$ cat config.mk
export PLATFORM = sky130hd
export DESIGN_NAME = dot8_sum
export DESIGN_NICKNAME = d
export VERILOG_FILES = /design/src/rtl/dot8_sum.sv
export SDC_FILE = /design/constraint.sdc
export NUM_CORES = 1
export LEC_CHECK = 0
export CORE_MARGIN = 2
export CORE_UTILIZATION = 55
export DETAILED_ROUTE_END_ITERATION = 16
export PLACE_DENSITY = 0.89
export RECOVER_POWER = 50
export SLEW_MARGIN = 30
export SYNTH_ARGS = -nofsm -noshare
export SYNTH_HDL_FRONTEND = slang
export SYNTH_SLANG_ARGS = --single-unit
export TNS_END_PERCENT = 10
$ cat constraint.sdc
create_clock -name vclk -period 11.37
set_input_delay 2.274 -clock vclk [all_inputs]
set_output_delay 2.274 -clock vclk [all_outputs]
set_load 0.02 [all_outputs]
$ cat src/rtl/dot8_sum.sv
// Eight-lane unsigned multiply with a balanced adder tree; result wraps at 2*DATA_WIDTH bits.
module dot8_sum #(
    parameter int DATA_WIDTH = 8
) (
    input  logic [8*DATA_WIDTH-1:0] a_i,
    input  logic [8*DATA_WIDTH-1:0] b_i,
    output logic [2*DATA_WIDTH-1:0] sum_o
);

    localparam int RW = 2 * DATA_WIDTH;

    logic [RW-1:0] prod [8];
    logic [RW-1:0] s1   [4];
    logic [RW-1:0] s2   [2];

    always_comb begin
        for (int j = 0; j < 8; j++) begin
            prod[j] = RW'(a_i[j*DATA_WIDTH +: DATA_WIDTH]) * RW'(b_i[j*DATA_WIDTH +: DATA_WIDTH]);
        end
        for (int j = 0; j < 4; j++) begin
            s1[j] = prod[2*j] + prod[2*j+1];
        end
        for (int j = 0; j < 2; j++) begin
            s2[j] = s1[2*j] + s1[2*j+1];
        end
        sum_o = s2[0] + s2[1];
    end

endmodule

# Word-level counts from Yosys, hierarchy flattened

Index checks and enable logic that the tools add are counted.

Flip-flop bits (word level): 0
Latch bits: 0
Bits in writable memories: 0
Memory bits (read-only): 0
Output and inout port bits: 16
Word-level logic and storage cells: 15
Memories: 0

Add/sub/neg operators: 7
Multiply operators: 8
Divide/modulo/power cells: 0
Magnitude comparators: 0
Equal/unequal tests: 0
Shift operators: 0
Mux-type cells: 0
Bitwise gates (word level): 0
Reduce and logical (&&, ||, !) cells: 0

Operator list:

| operator       | number |
|---|---|
| $mul 8x8->16   | 8 |
| $add 16x16->16 | 7 |

# Depth between registers and ports, before layout

Gate-level depths: netlist of the first run.

Depth after elaboration: 4
Depth in mapped cells: 27
Mapped depth without buffers: 27

# Worst setup path after synthesis of the first run

Ideal clock, no wire load.

Kind: input to output
From: input port b_i[4]
To: output port sum_o[15]
Arrival time: 8962 ps
Required time: 9096 ps
Path slack: 134 ps
Cell stages on the path: 21
Cells stage by stage: and2_1 > fa_1 > fa_1 > fa_1 > inv_1 > fa_1 > inv_1 > fa_1 > inv_1 > fa_1 > inv_1 > fa_1 > fa_1 > fa_1 > fa_1 > ha_1 > or2_2 > a21o_1 > a31oi_1 > a21oi_1 > xnor2_1

Word-level cells in the longest chain between the ends: 4

Ends and longest elaborated chain:

| item            | line | source |
|---|---|---|
| start, declared | 6    | `input logic [8*DATA_WIDTH-1:0] b_i,` |
| $mul 8x8->16    | 18   | `prod[j] = RW'(a_i[j*DATA_WIDTH +: DATA_WIDTH]) * RW'(b_i[j*DATA_WIDTH +: DATA_WIDTH]);` |
| $add 16x16->16  | 21   | `s1[j] = prod[2*j] + prod[2*j+1];` |
| $add 16x16->16  | 24   | `s2[j] = s1[2*j] + s1[2*j+1];` |
| $add 16x16->16  | 26   | `sum_o = s2[0] + s2[1];` |
| end, declared   | 7    | `output logic [2*DATA_WIDTH-1:0] sum_o` |

Every way passes these cells.

# Worst setup path in the final report of the first run

From: input port b_i[34]
To: output port sum_o[14]

The elaborated chain is that of the path after synthesis.

==> results of run 1 <==
-- final cells by class --
| type | instances | area share, % |
|---|---|---|
| Multi-Input combinational cell | 1273 | 73.7 |
| Tap cell | 402 | 2.41 |
| Inverter | 580 | 10.4 |
| Timing Repair Buffer | 332 | 13.5 |
-- critical path: stages --
cell and delay, ns:
clkdlybuf4s50_1 0.45, buf_4 0.18, and2_1 0.15, fa_1 0.53, fa_1 0.53, inv_1 0.06
fa_1 0.49, fa_1 0.66, fa_2 0.50, fa_1 0.54, inv_1 0.07, fa_1 0.56
fa_1 0.44, fa_1 0.46, ha_1 0.30, ha_1 0.31, a21o_1 0.18, a21oi_2 0.14
o31ai_2 0.10, or4_1 0.49, nand2_1 0.10, buf_6 0.12
-- cell families (layout without fill, tap and decap cells) --
family,count (synthesis),after routing
xor+xnor,36,36
simple gates,530,530
fa+ha+maj,674,674
buf+inv,580,912
compound gates,32,32
mux,1,1
-- Yosys cell counts --
cell type,n
a2111oi_4,1
a21o_1,6
a21oi_1,8
a311oi_1,1
a31oi_1,2
and2_1,324
fa_1,459
ha_1,215
inv_1,580
mux2i_1,1
nand2_1,193
nand3_1,1
nand3b_1,1
nor2_1,7
nor3_1,1
o21a_1,2
o21ai_0,7
o21bai_1,2
o311ai_1,1
o31ai_1,1
o31ai_2,1
or2_2,1
or3b_2,1
or4_1,1
xnor2_1,28
xor2_1,8
-- stage by stage --
step	std cells	TNS [ns]	cell area [sq um]
2_1_floorplan	1853	0	17400
3_3_place_gp	2586	-9.24	20800
3_5_place_dp	2586	-11.34	20800
4_1_cts	2587	-4.33	20900
5_1_grt	2587	-6.92	20900
6_report	2587	-4.16	20900
-- layer usage --
layer | wire [microns] | global-route usage, % | vias up
li1 | - | - | 5924
met1 | 17700 | 37.3 | 6821
met2 | 23900 | 52.5 | 581
met3 | 3560 | 4.35 | 151
met4 | 2180 | 10.8 | 0
met5 | 0 | 0 | -
-- worst min-delay path by stage --
stage / end / slack [ns] / depth (start not counted)
2_1_floorplan: sum_o[0] / 4.87 / 2
3_3_place_gp: sum_o[0] / 6.13 / 5
3_5_place_dp: sum_o[0] / 6.15 / 5
4_1_cts: sum_o[6] / 6.06 / 8
5_1_grt: sum_o[4] / 5.98 / 8
6_report: sum_o[4] / 5.91 / 8
-- what timing repair did --
action / in CTS / in global routing
setup buffers: 1 / 0
pin swaps: 22 / 13
resized for setup: 108 / 20
endpoints found under the setup margin: 13 / 13
==> flow_summary.json, run 1 <==
{
  "outcome": "complete, but fails checks",
  "violations": "negative setup slack",
  "num-clock-buffers": 0,
  "design.final.nets": 2989,
  "synthCells": 1853,
  "fraction_of_post_synthesis_cell_area_in_the_top_cell_type_by_area_pct": 52.7,
  "antenna_violations_before_repair": 0,
  "synth.lib_cells_used.distinct": 26,
  "min_setup_slack_post_route_ns": -0.548,
  "wirelength_microns": 47400,
  "grt_first_pass_wirelength_microns": 76600,
  "core_area_sq_um": 31400,
  "most-common-layout-cells": "inv_1 (578), fa_1 (457), and2_1 (320)",
  "worst_setup_path_end_kind": "output port",
  "maxClockFrequency_ghz": 0.0839,
  "pre_cts_slack_ns": -1.21,
  "synth.area.top_cells": "fa_1 (53%), ha_1 (15%), inv_1 (12%)",
  "timing_worst_slew_pin_value_ns": 0.426,
  "maximum_number_of_pins_on_one_net_before_global_route_repair": 9,
  "yosys_warnings": 0,
  "final_hold_viol_count": 0,
  "post_cts_hold_buffer_count": 0,
  "startpoint": "b_i[34]",
  "finalWeightedCongestion": 0.977,
  "required_ns": 9.10,
  "detail_route.drc_violations": 0,
  "fillers": 2283,
  "route.detailed.vias_per_inst": 5.21,
  "multi_input_gate_area_in_the_final_layout_sq_um": 15400,
  "yosys.area.top_type": "fa_1",
  "num_rows": 65,
  "post_route_cells_drive_above_1_share_pct": 10.2,
  "number_of_pins_with_negative_max_slew_slack_in_the_final_report": 0,
  "worstPathArrival_ns": 9.64,
  "worstHoldStart": "a_i[4]",
  "worst_hold_path_type": "in -> out",
  "post_synth_instance_area_sq_um": 17400,
  "synth-adder-area-share_pct": 68.2,
  "post-route-period-util_pct": 105,
  "grt_usage_pct": 29.7,
  "synth_top_family_by_area": "adder cells",
  "finalCoreUtilization_pct": 66.6,
  "drt_pass1_iterations": 6,
  "fp.dieH_microns": 182,
  "finalSetupViolCount": 11,
  "synthesized_area_divided_by_synthesized_cell_count_sq_um": 9.40,
  "drv_cap": 0,
  "antennaDiodeCount": 0,
  "area_of_the_die_sq_um": 33100,
  "yosys.area_share.xor_xnor_pct": 1.81,
  "compound_gate_portion_of_the_synthesized_area_pct": 1.31,
  "grt_setup_unrepaired": "true",
  "fin_crit_ns": 11.92,
  "detailedPlacementHpwl_microns": 44100,
  "sequential_element_share_of_the_synthesized_area_pct": 0,
  "critPathLaunchType": "input pin",
  "mostFrequentLayoutCell": "inv_1",
  "synthSimpleGateAreaFrac_pct": 16.2,
  "synth_fp_nets": 2655,
  "area_growth_pct": 20.0,
  "synth.mux.area_fraction_pct": 0.0574,
  "whs_ns": 5.91,
  "first_global_vias": 15300,
  "ioPinCount": 144,
  "horiz_die_dim_microns": 182,
  "port_buffers": 144,
  "design.seq.count": 0,
  "drt_first_iter_violations": 836,
  "max-slew-margin-rel_pct": 71.4,
  "combined_flip_flop_and_latch_cell_area_sq_um": 0,
  "cp_max_fo": 6,
  "initial_utilization_pct": 55.5,
  "wl_per_cell_microns": 18.3,
  "num_vias": 13500,
  "crit_type": "in -> out",
  "grt-ovfl-total": 0,
  "timing.critical_path.to": "sum_o[14]",
  "ant_nets": 0
}
Power of run 1 is not shown: default switching activity piles up to over one toggle a cycle in this logic, so the estimate is an artifact.
==> inputs of run 2 (changes only) <==
--- a/config.mk
+++ b/config.mk
@@ -10,7 +10,6 @@
 export DETAILED_ROUTE_END_ITERATION = 16
 export PLACE_DENSITY = 0.89
 export RECOVER_POWER = 50
-export SLEW_MARGIN = 30
 export SYNTH_ARGS = -nofsm -noshare
 export SYNTH_HDL_FRONTEND = slang
 export SYNTH_SLANG_ARGS = --single-unit
==> results of run 2 <==
The final DEF is identical to that of run 1; final timing and power are the same.
Power of run 2 is left out for the same reason.
